[src/rtl/spike_scheduler.sv]
// spike_scheduler: holds soma fire pulses for a per-neuron axon delay (in ticks),
// then releases matured spikes one per cycle onto an AER bus with round-robin arbitration.
// Ports: clk/rst (async active-low), tick (timestep strobe), fire[N] (soma pulses),
//   cfg_we/cfg_addr/cfg_delay/cfg_en (per-neuron delay+enable write),
//   aer_valid/aer_ready/aer_addr/aer_time (event output handshake), drop_cnt (saturating).
// Optional: define SPIKE_SCHED_TIMESTAMP_EN to keep the timestep counter; otherwise aer_time is 0.
module spike_scheduler #(
  parameter int N_NEURON = 8,
  parameter int ADDR_W   = 3,
  parameter int DELAY_W  = 8,
  parameter int TIME_W   = 16,
  parameter int DROP_W   = 8
) (
  input  logic                clk,
  input  logic                rst,
  input  logic                tick,
  input  logic [N_NEURON-1:0] fire,
  input  logic                cfg_we,
  input  logic [ADDR_W-1:0]   cfg_addr,
  input  logic [DELAY_W-1:0]  cfg_delay,
  input  logic                cfg_en,
  output logic                aer_valid,
  input  logic                aer_ready,
  output logic [ADDR_W-1:0]   aer_addr,
  output logic [TIME_W-1:0]   aer_time,
  output logic [DROP_W-1:0]   drop_cnt
);

  localparam int CNT_W = $clog2(N_NEURON + 1);
  localparam int SUM_W = DROP_W + CNT_W;

  logic [N_NEURON-1:0][DELAY_W-1:0] delay_q, delay_d;
  logic [N_NEURON-1:0][DELAY_W-1:0] cnt_q, cnt_d;
  logic [N_NEURON-1:0]              en_q, en_d;
  logic [N_NEURON-1:0]              busy_q, busy_d;
  logic [N_NEURON-1:0]              pend_q, pend_d;
  logic [ADDR_W-1:0]                ptr_q, ptr_d;
  logic                             aer_valid_q, aer_valid_d;
  logic [ADDR_W-1:0]                aer_addr_q, aer_addr_d;
  logic [TIME_W-1:0]                aer_time_q, aer_time_d;
  logic [DROP_W-1:0]                drop_q, drop_d;
  logic [TIME_W-1:0]                ts_q;

  logic              grant_vld;
  logic [ADDR_W-1:0] grant_idx;
  logic              load;
  logic              take;
  logic [CNT_W-1:0]  n_drop;
  logic [SUM_W-1:0]  drop_sum;

`ifdef SPIKE_SCHED_TIMESTAMP_EN
  always_ff @(posedge clk or negedge rst) begin
    if (!rst) ts_q <= '0;
    else if (tick) ts_q <= ts_q + TIME_W'(1);
  end
`else
  assign ts_q = '0;
`endif

  // Round-robin: first pending slot at or after the pointer, wrapping at N_NEURON-1.
  always_comb begin
    int idx;
    grant_vld = 1'b0;
    grant_idx = '0;
    for (int k = 0; k < N_NEURON; k++) begin
      idx = int'(ptr_q) + k;
      if (idx >= N_NEURON) idx = idx - N_NEURON;
      if (!grant_vld && pend_q[idx]) begin
        grant_vld = 1'b1;
        grant_idx = ADDR_W'(idx);
      end
    end
  end

  assign load = !aer_valid_q || aer_ready;
  assign take = load && grant_vld;

  always_comb begin
    delay_d = delay_q;
    en_d    = en_q;
    cnt_d   = cnt_q;
    busy_d  = busy_q;
    pend_d  = pend_q;
    n_drop  = '0;
    for (int i = 0; i < N_NEURON; i++) begin
      if (take && grant_idx == ADDR_W'(i)) pend_d[i] = 1'b0;
      if (busy_q[i] && tick) begin
        if (cnt_q[i] == DELAY_W'(1)) begin
          busy_d[i] = 1'b0;
          pend_d[i] = 1'b1;
        end else begin
          cnt_d[i] = cnt_q[i] - DELAY_W'(1);
        end
      end
      // Flags are sampled as registered: a slot granted this cycle still counts as pending.
      if (fire[i] && en_q[i]) begin
        if (busy_q[i] || pend_q[i]) begin
          n_drop = n_drop + CNT_W'(1);
        end else begin
          cnt_d[i] = delay_q[i];
          if (delay_q[i] == '0) pend_d[i] = 1'b1;
          else                  busy_d[i] = 1'b1;
        end
      end
      // Disabling a neuron discards whatever it had in flight; cnt is left as loaded.
      if (cfg_we && cfg_addr == ADDR_W'(i)) begin
        delay_d[i] = cfg_delay;
        en_d[i]    = cfg_en;
        if (!cfg_en) begin
          busy_d[i] = 1'b0;
          pend_d[i] = 1'b0;
        end
      end
    end
  end

  always_comb begin
    drop_sum = SUM_W'(drop_q) + SUM_W'(n_drop);
    if (|drop_sum[SUM_W-1:DROP_W]) drop_d = '1;
    else                           drop_d = drop_sum[DROP_W-1:0];
  end

  always_comb begin
    aer_valid_d = aer_valid_q;
    aer_addr_d  = aer_addr_q;
    aer_time_d  = aer_time_q;
    ptr_d       = ptr_q;
    if (load) begin
      aer_valid_d = grant_vld;
      if (grant_vld) begin
        aer_addr_d = grant_idx;
        aer_time_d = ts_q;
        ptr_d      = (grant_idx == ADDR_W'(N_NEURON - 1)) ? '0 : grant_idx + ADDR_W'(1);
      end
    end
  end

  always_ff @(posedge clk or negedge rst) begin
    if (!rst) begin
      delay_q     <= '0;
      en_q        <= '1;
      cnt_q       <= '0;
      busy_q      <= '0;
      pend_q      <= '0;
      ptr_q       <= '0;
      aer_valid_q <= 1'b0;
      aer_addr_q  <= '0;
      aer_time_q  <= '0;
      drop_q      <= '0;
    end else begin
      delay_q     <= delay_d;
      en_q        <= en_d;
      cnt_q       <= cnt_d;
      busy_q      <= busy_d;
      pend_q      <= pend_d;
      ptr_q       <= ptr_d;
      aer_valid_q <= aer_valid_d;
      aer_addr_q  <= aer_addr_d;
      aer_time_q  <= aer_time_d;
      drop_q      <= drop_d;
    end
  end

  assign aer_valid = aer_valid_q;
  assign aer_addr  = aer_addr_q;
  assign aer_time  = aer_time_q;
  assign drop_cnt  = drop_q;

endmodule

[config.mk]
export PLATFORM = sky130hd
export DESIGN_NAME = spike_scheduler
export DESIGN_NICKNAME = d
export VERILOG_FILES = /design/src/rtl/spike_scheduler.sv
export SDC_FILE = /design/constraint.sdc
export NUM_CORES = 1
export LEC_CHECK = 0
export BUFFER_PORTS_ARGS = -buffer_cell sky130_fd_sc_hd__buf_2
export CAP_MARGIN = 20
export CORE_ASPECT_RATIO = 0.5
export CORE_MARGIN = 2
export CORE_UTILIZATION = 39
export CTS_CLUSTER_DIAMETER = 50
export DETAILED_ROUTE_END_ITERATION = 12
export PLACE_DENSITY = 0.61
export SLEW_MARGIN = 30
export SYNTH_ARGS = -nofsm -noshare
export SYNTH_HDL_FRONTEND = slang
export SYNTH_SLANG_ARGS = --single-unit
[constraint.sdc]
create_clock -name clk -period 16.14 [get_ports clk]
set_input_delay 3.228 -clock clk [delete_from_list [all_inputs] [get_ports clk]]
set_output_delay 3.228 -clock clk [all_outputs]
set_load 0.005 [all_outputs]
# Word-level counts from Yosys, hierarchy flattened
# Cells that the tools add are included.
[word_totals]
ff_bits = 167
[op_classes]
eq_ne = 22
add_sub_neg = 32
muxes = 218
magnitude_cmp = 16
n_reduce_logical = 69
[op_table]
columns = ["operator", "count"]
rows = [
  ["8-bit 2-to-1 mux", 33],
  ["32-bit by 5-bit < comparator with 1-bit output (second input constant)", 8],
  ["32-bit 2-to-1 mux", 8],
  ["1-bit 2-to-1 mux", 146],
  ["8-bit by 1-bit equality test with 1-bit output (second input constant)", 8],
  ["8-bit logical NOT", 8],
  ["8-bit by 1-bit subtractor with 8-bit output (second input constant)", 8],
  ["4-bit 2-to-1 mux", 14],
  ["1-bit logical AND", 40],
  ["4-bit by 4-bit subtractor with 5-bit output (second input constant)", 7],
  ["4-bit by 1-bit adder with 4-bit output (second input constant)", 7],
  ["4-bit greater-or-equal comparator (second input constant)", 7],
  ["3-bit 2-to-1 mux", 9],
  ["1-bit binary-select mux with 3-bit select", 8],
  ["3-bit equality test (second input constant)", 8],
  ["3-bit by 3-bit adder with 4-bit output (second input constant)", 4],
  ["3-bit by 2-bit equality test with 1-bit output (second input constant)", 4],
  ["8-bit by 4-bit adder with 9-bit output", 1],
  ["1-bit logical OR", 9],
  ["3-bit by 2-bit adder with 4-bit output (second input constant)", 2],
  ["1-bit logical NOT", 8],
  ["3-bit by 1-bit equality test with 1-bit output (second input constant)", 2],
  ["3-bit logical NOT", 2],
  ["3-bit by 4-bit subtractor with 5-bit output (second input constant)", 1],
  ["5 further kinds", 5],
]

# Longest topological paths before layout
# Gate-level depths: netlist of run 1.
[depth]
ltp_word = 37
depth_mapped = 30
ltp_nobuf = 29

# Worst setup path after synthesis of run 1
# No wires, ideal clock.
[synth_timing]
path_kind = "input -> register"
startpoint = "input fire[0]"
endpoint = "register drop_q[5] (netlist: drop_cnt[5])"
path_slack_ns = 8.234
t_arrival_ns = 7.780
required_ns = 16.014
path_stages = 29
n_path_buf = 0
path_cell_list = "o211a_2 -> ha_1 -> nand3_1 -> a21boi_0 -> inv_1 -> ha_1 -> o2111a_1 -> a21oi_2 -> xnor2_1 -> ha_1 -> o2111ai_1 -> o21ai_0 -> a2bb2oi_1 -> xnor2_1 -> nand2_1 -> o21ai_0 -> ha_1 -> o22ai_1 -> a31oi_1 -> ha_1 -> mux2i_1 -> inv_1 -> ha_1 -> a21o_1 -> a21oi_1 -> nor2b_1 -> o21ai_0 -> xor2_1 -> nand2_1"
[synth_between]
elab_chain_len = 26
[synth_rtl]
columns = ["item", "line_no", "text"]
rows = [
  ["from (decl)", "17", "input logic [N_NEURON-1:0] fire,"],
  ["1-bit logical AND (*)", "96", "if (fire[i] && en_q[i]) begin"],
  ["1-bit 2-to-1 mux (*)", "96", ""],
  ["4-bit by 1-bit adder with 4-bit output", "98", "n_drop = n_drop + CNT_W'(1);"],
  ["4-bit 2-to-1 mux", "97", "if (busy_q[i] || pend_q[i]) begin"],
  ["4-bit 2-to-1 mux (*)", "96", ""],
  ["4-bit by 1-bit adder with 4-bit output", "98", ""],
  ["4-bit 2-to-1 mux", "97", ""],
  ["4-bit 2-to-1 mux (*)", "96", ""],
  ["(+11 left out)", "--", ""],
  ["4-bit 2-to-1 mux (*)", "96", ""],
  ["4-bit by 1-bit adder with 4-bit output", "98", ""],
  ["4-bit 2-to-1 mux", "97", ""],
  ["4-bit 2-to-1 mux (*)", "96", ""],
  ["8-bit by 4-bit adder with 9-bit output (*)", "118", "drop_sum = SUM_W'(drop_q) + SUM_W'(n_drop);"],
  ["4-bit OR reduction", "119", "if (|drop_sum[SUM_W-1:DROP_W]) drop_d = '1;"],
  ["8-bit 2-to-1 mux (*)", "119", ""],
  ["via drop_d[5]", "41", "logic [DROP_W-1:0] drop_q, drop_d;"],
  ["to (signal assigned)", "160", "drop_q <= drop_d;"],
  ["to (decl)", "41", ""],
]
# Mark *: on every way through the listed nets, which the timed path passes. The rest lies on a longest branch.
# A chain may end at the register's enable or synchronous reset.

# Final worst setup path of run 1
# Same ends and word-level chain as after synthesis.

==> reports/qor.txt, run 1 <==
Postcts setup bufs - 0
Final GP Congestion - 0.822
Synth Area per Inst - 10.1 sq um
Horiz. Die Dim - 231 microns
Worst Path Required - 16.45 ns
Count leader, synth - dfrtp_1
DP HPWL - 16,400 microns
Area grow syn2layout - 9.80%
Ys Warns - 0
Hold Crit Class - reg -> reg
Clk Latency, worst-skew pair - 0.42 ns
Worst-path fanout max - 7
Clk_skew - 0.00762 ns
Setup CP Type - in -> reg
Fin nets - 1,082
Area share of the largest cell type after synthesis - 39.4%
Vias per cell - 5.41
Largest net degree at the start of global routing - 89
Critical Path AT - 8.41 ns
Mapped Area - 0.0101 sq mm
Gate Count Post-Synth - 998
Post-cts sizing count - 0
First-pass GRT wire length - 37,900 microns
ANT nets after route - 0
Relative slew slack - 42.8%
Initial antenna violation count - 0
Final Hold Fails - 0
Setup-failing EPs final - 0
Max_cap viols - 0
CP Capture Type - flip-flop
Synth top cells by count - 159 x dfrtp_1, 122 x nand2_1, 78 x mux2_2
Unrepaired setup endpoints after global routing - false
Synth Flop Type - dfrtp_1
CTS Buf Count - 17
Distinct cells, synth - 85
Worst Tran Pin Value - 0.846 ns
Area after DPL - 0.0104 sq mm
Final wirelength - 23,300 microns
Core Region - 0.0253 sq mm
Ant diodes - 0
Total I/O pin count - 53
Worst path max stage delay - 0.30 ns
Pwr Density - 195 mW/mm^2
Pre-Repair DR Iteration Count - 7
Clock slew at reported path FFs - 0.07 ns
Die area - 0.0272 sq mm
CP top delay family - compound AO/OA/AOI/OAI gates
VDD IR max - 0.0871 mV
Overall Global Routing Usage - 17.5%
Part of the cycle the worst path needs - 50.2%
Tot Pwr - 2160 uW
Setup_tns - 0 ns
CTS sink cnt - 167
Fmax - 123 MHz
Fin. max-slew vios - 0
Die Ht - 118 microns
Grt ovf - 0
Vias in the first global route - 7,208
Lkg Pwr - 0.00458 uW
DR vias - 7,458
Async set-reset flop share out of synthesis - 100%
Htree depth - 4
IO Port Bufs - 36
Remaining DRCs - 0
Final min period - 8.11 ns
Initial DRC Count - 504
Clock tree from TritonCTS - yes
EDFF count, synth - 0
Worst Setup Start Kind - primary input
Cell Rows - 41
Hold Buf Count CTS - 0
Wire per inst - 16.9 microns
Min Hold Slack - 0.506 ns
Ranking of synthesized cells by area - dfrtp_1 39%, mux2_2 8.7%, xnor2_1 4.7%
Area leader, netlist - dfrtp_1
Register area share after synthesis - 41.5%
Slowest cell on the critical path - a21oi_2
CP bufs+invs - 3
Finished Cell Area - 0.0111 sq mm
Outcome - finished clean
Most used cell, CP - ha_1
Layout cell share with drive strength beyond 1 - 22.3%
Max Root-Sink Buffers - 2
Initial Utilization - 39.9%
Yosys reg bits - 167
CTS root buf - clkbuf_16
## report_power, final
| group | total (uW) | leakage, uW | switching [uW] | internal (uW) |
|---|---|---|---|---|
| Sequential | 760 | 0.00202 | 184 | 576 |
| Clock | 427 | 0.000294 | 179 | 248 |
| Combinational | 978 | 0.00227 | 518 | 460 |
| Total | 2160 | 0.00458 | 881 | 1280 |
## area by class of cell
class	instances	area [sq um]
Clock buffer	17	425
Tap cell	344	430
Clock inverter	15	198
Timing Repair Buffer	46	265
Inverter	42	158
Fill cell	2360	14200
Sequential cell	167	4190
Multi-Input combinational cell	748	5410
## final timing paths
check / start / end / slack [ns] / cells past startpoint
setup / recovery: fire[0] / drop_cnt[5] / 8.03 / 30
hold / removal: delay_q[58] / cnt_q[58] / 0.51 / 2
setup reg to reg: pend_q[1] / drop_cnt[5] / 10.13 / 29
hold reg to reg: delay_q[58] / cnt_q[58] / 0.51 / 2
max in group asynchronous: rst / delay_q[63] / 12.10 / 2
min in group asynchronous: rst / cnt_q[45] / 2.84 / 1
## registers in the layout (all words and copies together), names as in the netlist, 3 cells and up
| signal | count |
|---|---|
| en_q | 8 |
| ptr_q | 3 |
| cnt_q | 64 |
| aer_addr | 3 |
| drop_cnt | 8 |
| busy_q | 8 |
| pend_q | 8 |
| delay_q | 64 |
## stage by stage
step	worst slack, ns	cells	util (%)
final	8.03	1379	43.8
after global routing	7.61	1379	43.8
after CTS	8.02	1379	43.8
after detailed placement	7.58	1347	41.3
after global placement	7.78	1347	41.2
after floorplan	8.23	1013	-
## worst register-to-register path: cells and delay by family, from the launching register on
family,cells,cell delay (ns)
compound gates,12,2.05
fa+ha+maj,6,1.69
simple gates,5,0.78
flops,1,0.55
xor+xnor,3,0.45
mux,1,0.22
buf+inv,2,0.14
## placed cells by master, fill, tap and decap left out, drive strengths merged, types with 4 or more instances in the layout
master    netlist  routed
dfrtp         159     159
nand2         124     124
o21ai          88      88
mux2           82      82
xnor2          55      55
nor2           52      52
buf            29      46
inv            42      45
nor3           44      44
a21oi          36      36
ha             34      34
nand3          21      21
mux2i          20      20
nor4           18      18
clkbuf         25      17
conb            1      16
or2            13      13
mux4           11      11
xor2           11      11
a22oi           9       9
or3             9       9
nor4b           9       9
or4             8       8
dfstp           8       8
a31oi           7       7
nor2b           7       7
a31o            6       6
a32oi           6       6
nand2b          5       5
o211ai          5       5
clkinv          0       5
o22ai           4       4
clkinvlp        0       4
o211a           4       4
a211oi          4       4
## routing by layer
layer,vias up,GRT usage [%],routed length [microns]
li1,3573,-,-
met1,3746,24.5,11300
met2,119,28.5,11000
met3,20,2.45,696
met4,0,4.48,250
met5,-,0,0
## cells by family after synthesis
group                    synth area share (%)
AO/OA/AOI/OAI                            12.3
XOR/XNOR                                 6.12
adder cells (fa/ha/maj)                  4.53
buffers and inverters                    5.58
flip-flops                               41.5
multiplexers                             13.9
other                                  0.0372
AND/OR/NAND/NOR                          16.1
Power figures use the tool's default switching activity.
==> inputs of run 2 (changes only) <==
PLACE_DENSITY = 0.63   (was 0.61)
clock period = 7.1 ns   (was 16.14 ns; I/O delays follow)
==> run 2 against run 1 <==
  * First-iteration DRC count fell by 5.6%
  * Total power rose by 130%
  * Combinational power rose by 130%
  * Routed wire length rose by 0.21%
  * Die area did not move
  * Hold slack got worse by 0.0047 ns
  * Critical path depth did not move
  * Largest power group unchanged
==> reports/qor.txt, run 2 (synthesis results as in run 1) <==
Outcome - finished clean
Most used cell, CP - ha_1
Fin. max-slew vios - 0
Initial antenna violation count - 0
Area grow syn2layout - 10.5%
Unrepaired setup endpoints after global routing - false
Finished Cell Area - 0.0111 sq mm
CTS Buf Count - 17
Max_cap viols - 0
First-pass GRT wire length - 38,800 microns
Relative slew slack - 34.6%
Worst Setup Start Kind - primary input
CTS root buf - clkbuf_16
Hold Path Sink - cnt_q[49]
Die area - 0.0272 sq mm
Hold path depth - 2
Part of the cycle the worst path needs - 89.5%
Clk_skew - 0.0149 ns
Reg2Reg Setup Slack - 1.09 ns
Largest net degree at the start of global routing - 100
ANT nets after route - 0
Critical R2R Capture - drop_cnt[5]
CP Capture Type - flip-flop
Setup CP Type - in -> reg
Initial DRC Count - 476
Most common cell after layout, fill and taps aside - dfrtp_1
Total I/O pin count - 53
Setup ws final - 0.749 ns
Clock tree from TritonCTS - yes
Initial Utilization - 39.9%
Vias in the first global route - 7,427
DP HPWL - 16,300 microns
HP Start - delay_q[49]
DP Worst Slack - 0.315 ns
Horiz. Die Dim - 231 microns
Wire per inst - 16.9 microns
Slowest cell on the critical path - a21oi_2
DR vias - 7,473
Post-cts sizing count - 0
R2r startpoint - pend_q[1]
IO Port Bufs - 36
Ant diodes - 0
Critical Path AT - 6.66 ns
Clock slew at reported path FFs - 0.07 ns
Most frequent cells in the layout - 159 x dfrtp_1, 122 x nand2_1, 78 x mux2_2, 77 x o21ai_0, 54 x xnor2_1
Setup-failing EPs final - 0
Htree depth - 4
CTS sink cnt - 167
Clk Latency, worst-skew pair - 0.43 ns
Overall Global Routing Usage - 17.9%
Core Region - 0.0253 sq mm
Final min period - 6.35 ns
Biggest regs - cnt_q: 64 flops, delay_q: 64 flops
Cell Rows - 41
Setup_tns - 0 ns
Pwr Density - 450 mW/mm^2
VDD IR max - 0.185 mV
Layout cell share with drive strength beyond 1 - 22.2%
Final Hold Fails - 0
Pre-Repair DR Iteration Count - 5
Vias per cell - 5.42
Worst Tran Pin Value - 0.968 ns
Postcts setup bufs - 0
Hold Buf Count CTS - 0
Area after DPL - 0.0104 sq mm
Min Hold Slack - 0.501 ns
Worst-path fanout max - 7
Fill count - 2,343
Lkg Pwr - 0.00462 uW
Final GP Congestion - 0.831
Grt ovf - 0
Fmax - 157 MHz
Hold Crit Class - reg -> reg
Worst path max stage delay - 0.30 ns
Worst Path Required - 7.41 ns
Fin nets - 1,082
Final core utilization - 44.1%
Die Ht - 118 microns
Remaining DRCs - 0
Reg2Reg Depth - 29
Max Root-Sink Buffers - 2
Final wirelength - 23,300 microns
==> run 2: worst max path at each step <==
stage	startpoint	endpoint	slack (ns)	cells past startpoint
3_5_place_dp	fire[0]	drop_cnt[5]	0.32	30
5_1_grt	fire[0]	drop_cnt[5]	0.20	30
4_1_cts	fire[0]	drop_cnt[5]	0.77	30
6_report	fire[0]	drop_cnt[5]	0.75	30
3_3_place_gp	fire[0]	drop_cnt[5]	0.59	30
2_1_floorplan	fire[0]	drop_cnt[5]	1.00	29
==> run 2: per-stage QoR <==
step / std cells / power, uW
after CTS: 1379 / 5030
after global placement: 1347 / 3860
final: 1379 / 5020
after detailed placement: 1347 / 3930
after global routing: 1379 / 5410
after floorplan: 1013 / 3440
==> run 2: final cells by class <==
cell class	count	area [sq um]	area share, %
multi-input cells	748	5420	48.6
flip-flops and latches	167	4190	37.6
clock buffers	22	464	4.17
well taps	344	430	3.86
repair buffers	46	268	2.40
clock inverters	10	214	1.92
inverters	42	158	1.41
==> run 2: report_power, final <==
part,total (uW),internal (uW),leakage [uW],switching (uW)
logic,2220,1050,0.00227,1180
clock network,1070,683,0.000326,385
registers,1730,1310,0.00202,420
==> run 2: per-layer routing <==
metal	share of wire (%)	GRT usage, %
met4	1.5	5.36
met2	48	29.4
met3	3.7	3.17
met5	0	0
met1	46	24.0
==> run 2: worst max-delay path, delay by kind of cell <==
family                     cells  cell delay [ns]
buffers and inverters          3             0.24
muxes                          1             0.26
and+or+nand+nor                4             0.37
adders and majority gates      6             1.60
AOI/OAI and AO/OA             13             2.30
xor gates and xnor gates       3             0.45
==> inputs of run 3 (changes only) <==
ABC_AREA = 1   (was default)
CTS_CLUSTER_DIAMETER = default   (was 50)
==> run 3 against run 2 <==
  * Final area fell by 3.3%
  * Hold slack got worse by 0.029 ns
  * Sequential share of layout area is 1.3 points higher
  * Clock power is 9% lower
  * Worst setup slack better by 0.049 ns
  * Routed wire length about the same
  * Sequential power is 6% lower
  * Combinational power grew 7%
  * Highest routed layer unchanged
==> reports/qor.txt, run 3 <==
Htree depth - 4
Ant diodes - 0
DP Worst Slack - 0.382 ns
Max Root-Sink Buffers - 2
Biggest regs - cnt_q: 64 flops, delay_q: 64 flops
Critical R2R Capture - drop_cnt[3]
Initial DRC Count - 517
Hold Crit Class - reg -> reg
Final wirelength - 23,300 microns
Setup ws final - 0.798 ns
Vias in the first global route - 7,904
Post-cts sizing count - 0
Largest net degree at the start of global routing - 106
Core Region - 0.0242 sq mm
Lkg Pwr - 0.00534 uW
CP Capture Type - flip-flop
Grt ovf - 0
Reg2Reg Setup Slack - 1.36 ns
Most used cell, CP - nand2_1
Count leader, synth - nand2_1
Postcts setup bufs - 0
Fill count - 2,362
IO Port Bufs - 36
Async set-reset flop share out of synthesis - 100%
Hold path depth - 2
Slowest cell on the critical path - fa_1
Initial Utilization - 40.1%
Cell Rows - 40
Wire per inst - 14.2 microns
Area leader, netlist - dfrtp_1
Final GP Congestion - 0.884
Mapped Area - 0.00969 sq mm
Synth top cells by count - 267 x nand2_1, 194 x inv_1, 159 x dfrtp_1
Pre-Repair DR Iteration Count - 6
Met3 Use GR - 3.85%
Final min period - 6.30 ns
Yosys reg bits - 167
Most Crowded Layer GR - met2
Clock slew at reported path FFs - 0.07 ns
Gate Count Post-Synth - 1,251
Most frequent cells in the layout - 267 x nand2_1, 194 x inv_1, 159 x dfrtp_1, 129 x o21ai_0, 119 x nor2_1
Distinct cells, synth - 46
Ys Warns - 0
Relative slew slack - 44.8%
Worst Setup Start Kind - primary input
Setup_tns - 0 ns
Part of the cycle the worst path needs - 88.8%
Met1 Use GR - 26.6%
R2r startpoint - en_q[0]
CTS root buf - clkbuf_16
Setup CP Type - in -> reg
Initial antenna violation count - 1
Fin. max-slew vios - 0
Reg2Reg Depth - 33
Pwr Density - 461 mW/mm^2
HP Start - en_q[3]
Unrepaired setup endpoints after global routing - false
Ranking of synthesized cells by area - dfrtp_1 41%, nand2_1 10%, inv_1 7.5%
Fmax - 159 MHz
First-pass GRT wire length - 39,000 microns
DR vias - 8,145
Layout cell share with drive strength beyond 1 - 8.83%
Outcome - finished clean
Die area - 0.0262 sq mm
Hold Buf Count CTS - 0
Clock tree from TritonCTS - yes
Clk Latency, worst-skew pair - 0.43 ns
Max_cap viols - 0
Remaining DRCs - 0
Area grow syn2layout - 11.3%
Worst Path Required - 7.46 ns
VDD IR max - 0.212 mV
GR Util met2 - 30.3%
Worst-path fanout max - 6
Vias per cell - 4.97
Final Hold Fails - 0
Most common cell after layout, fill and taps aside - nand2_1
CTS Buf Count - 17
Final core utilization - 44.6%
Total I/O pin count - 53
Worst path max stage delay - 0.43 ns
Clk_skew - 0.00944 ns
Fin nets - 1,350
EDFF count, synth - 0
ANT nets after route - 0
Setup-failing EPs final - 0
Area share of the largest cell type after synthesis - 41.1%
Worst Tran Pin Value - 0.822 ns
DP HPWL - 17,100 microns
Synth Flop Type - dfrtp_1
Critical Path AT - 6.66 ns
Overall Global Routing Usage - 19.0%
Die Ht - 115 microns
Synth Area per Inst - 7.74 sq um
Hold Path Sink - en_q[3]
Horiz. Die Dim - 227 microns
CTS sink cnt - 167
Register area share after synthesis - 43.2%
run 3: metrics by stage:
step	power, uW	hold WS (ns)	std cells	area (sq um)
finish	4970	0.472	1639	10800
floorplan	3410	0.441	1266	9740
CTS	4990	0.465	1639	10800
global route	5460	0.503	1639	10800
detailed placement	3980	0.458	1607	10200
global placement	3900	0.451	1607	10200
run 3: cells by family (layout without fill, tap and decap cells):
| logic type | after synthesis | count (layout) | share of synthesized area (%) |
|---|---|---|---|
| compound gates | 204 | 204 | 11.7 |
| xor+xnor | 51 | 51 | 4.61 |
| fa+ha+maj | 35 | 35 | 4.60 |
| buf+inv | 231 | 268 | 9.84 |
| flops | 167 | 167 | 43.2 |
| mux | 1 | 1 | 0.103 |
| other cells | 1 | 16 | 0.0387 |
| simple gates | 561 | 561 | 25.8 |
run 3: layout make-up:
type	instances	area (sq um)	share of cell area [%]
clock inverters	15	194	1.80
flip-flops and latches	167	4190	38.9
multi-input cells	868	4600	42.7
inverters	199	749	6.95
clock buffers	17	425	3.95
repair buffers	37	196	1.82
well taps	336	420	3.90
run 3: how the worst max path moves through the flow:
stage / startpoint / endpoint / cells past startpoint
2_1_floorplan: fire[0] / drop_cnt[3] / 33
3_3_place_gp: fire[0] / drop_cnt[3] / 34
3_5_place_dp: fire[0] / drop_cnt[3] / 34
4_1_cts: fire[0] / drop_cnt[3] / 34
5_1_grt: fire[0] / drop_cnt[3] / 34
6_report: fire[0] / drop_cnt[3] / 34
run 3: power breakdown:
group | leakage (uW) | switching, uW | internal [uW]
Clock | 0.000293 | 409 | 562
Sequential | 0.00205 | 314 | 1300
Combinational | 0.00299 | 1520 | 864
run 3: critical path: cells and delay by family:
| family | cells | cell delay [ns] |
|---|---|---|
| buffers and inverters | 8 | 0.51 |
| and+or+nand+nor | 17 | 2.31 |
| adders and majority gates | 6 | 1.79 |
| AOI/OAI and AO/OA | 3 | 0.60 |
run 3: routing by layer:
| metal | vias up | wire length (microns) |
|---|---|---|
| met3 | 29 | 1010 |
| met1 | 3870 | 11600 |
| met2 | 148 | 10400 |
| met5 | - | 0 |
| met4 | 0 | 321 |
| li1 | 4098 | - |
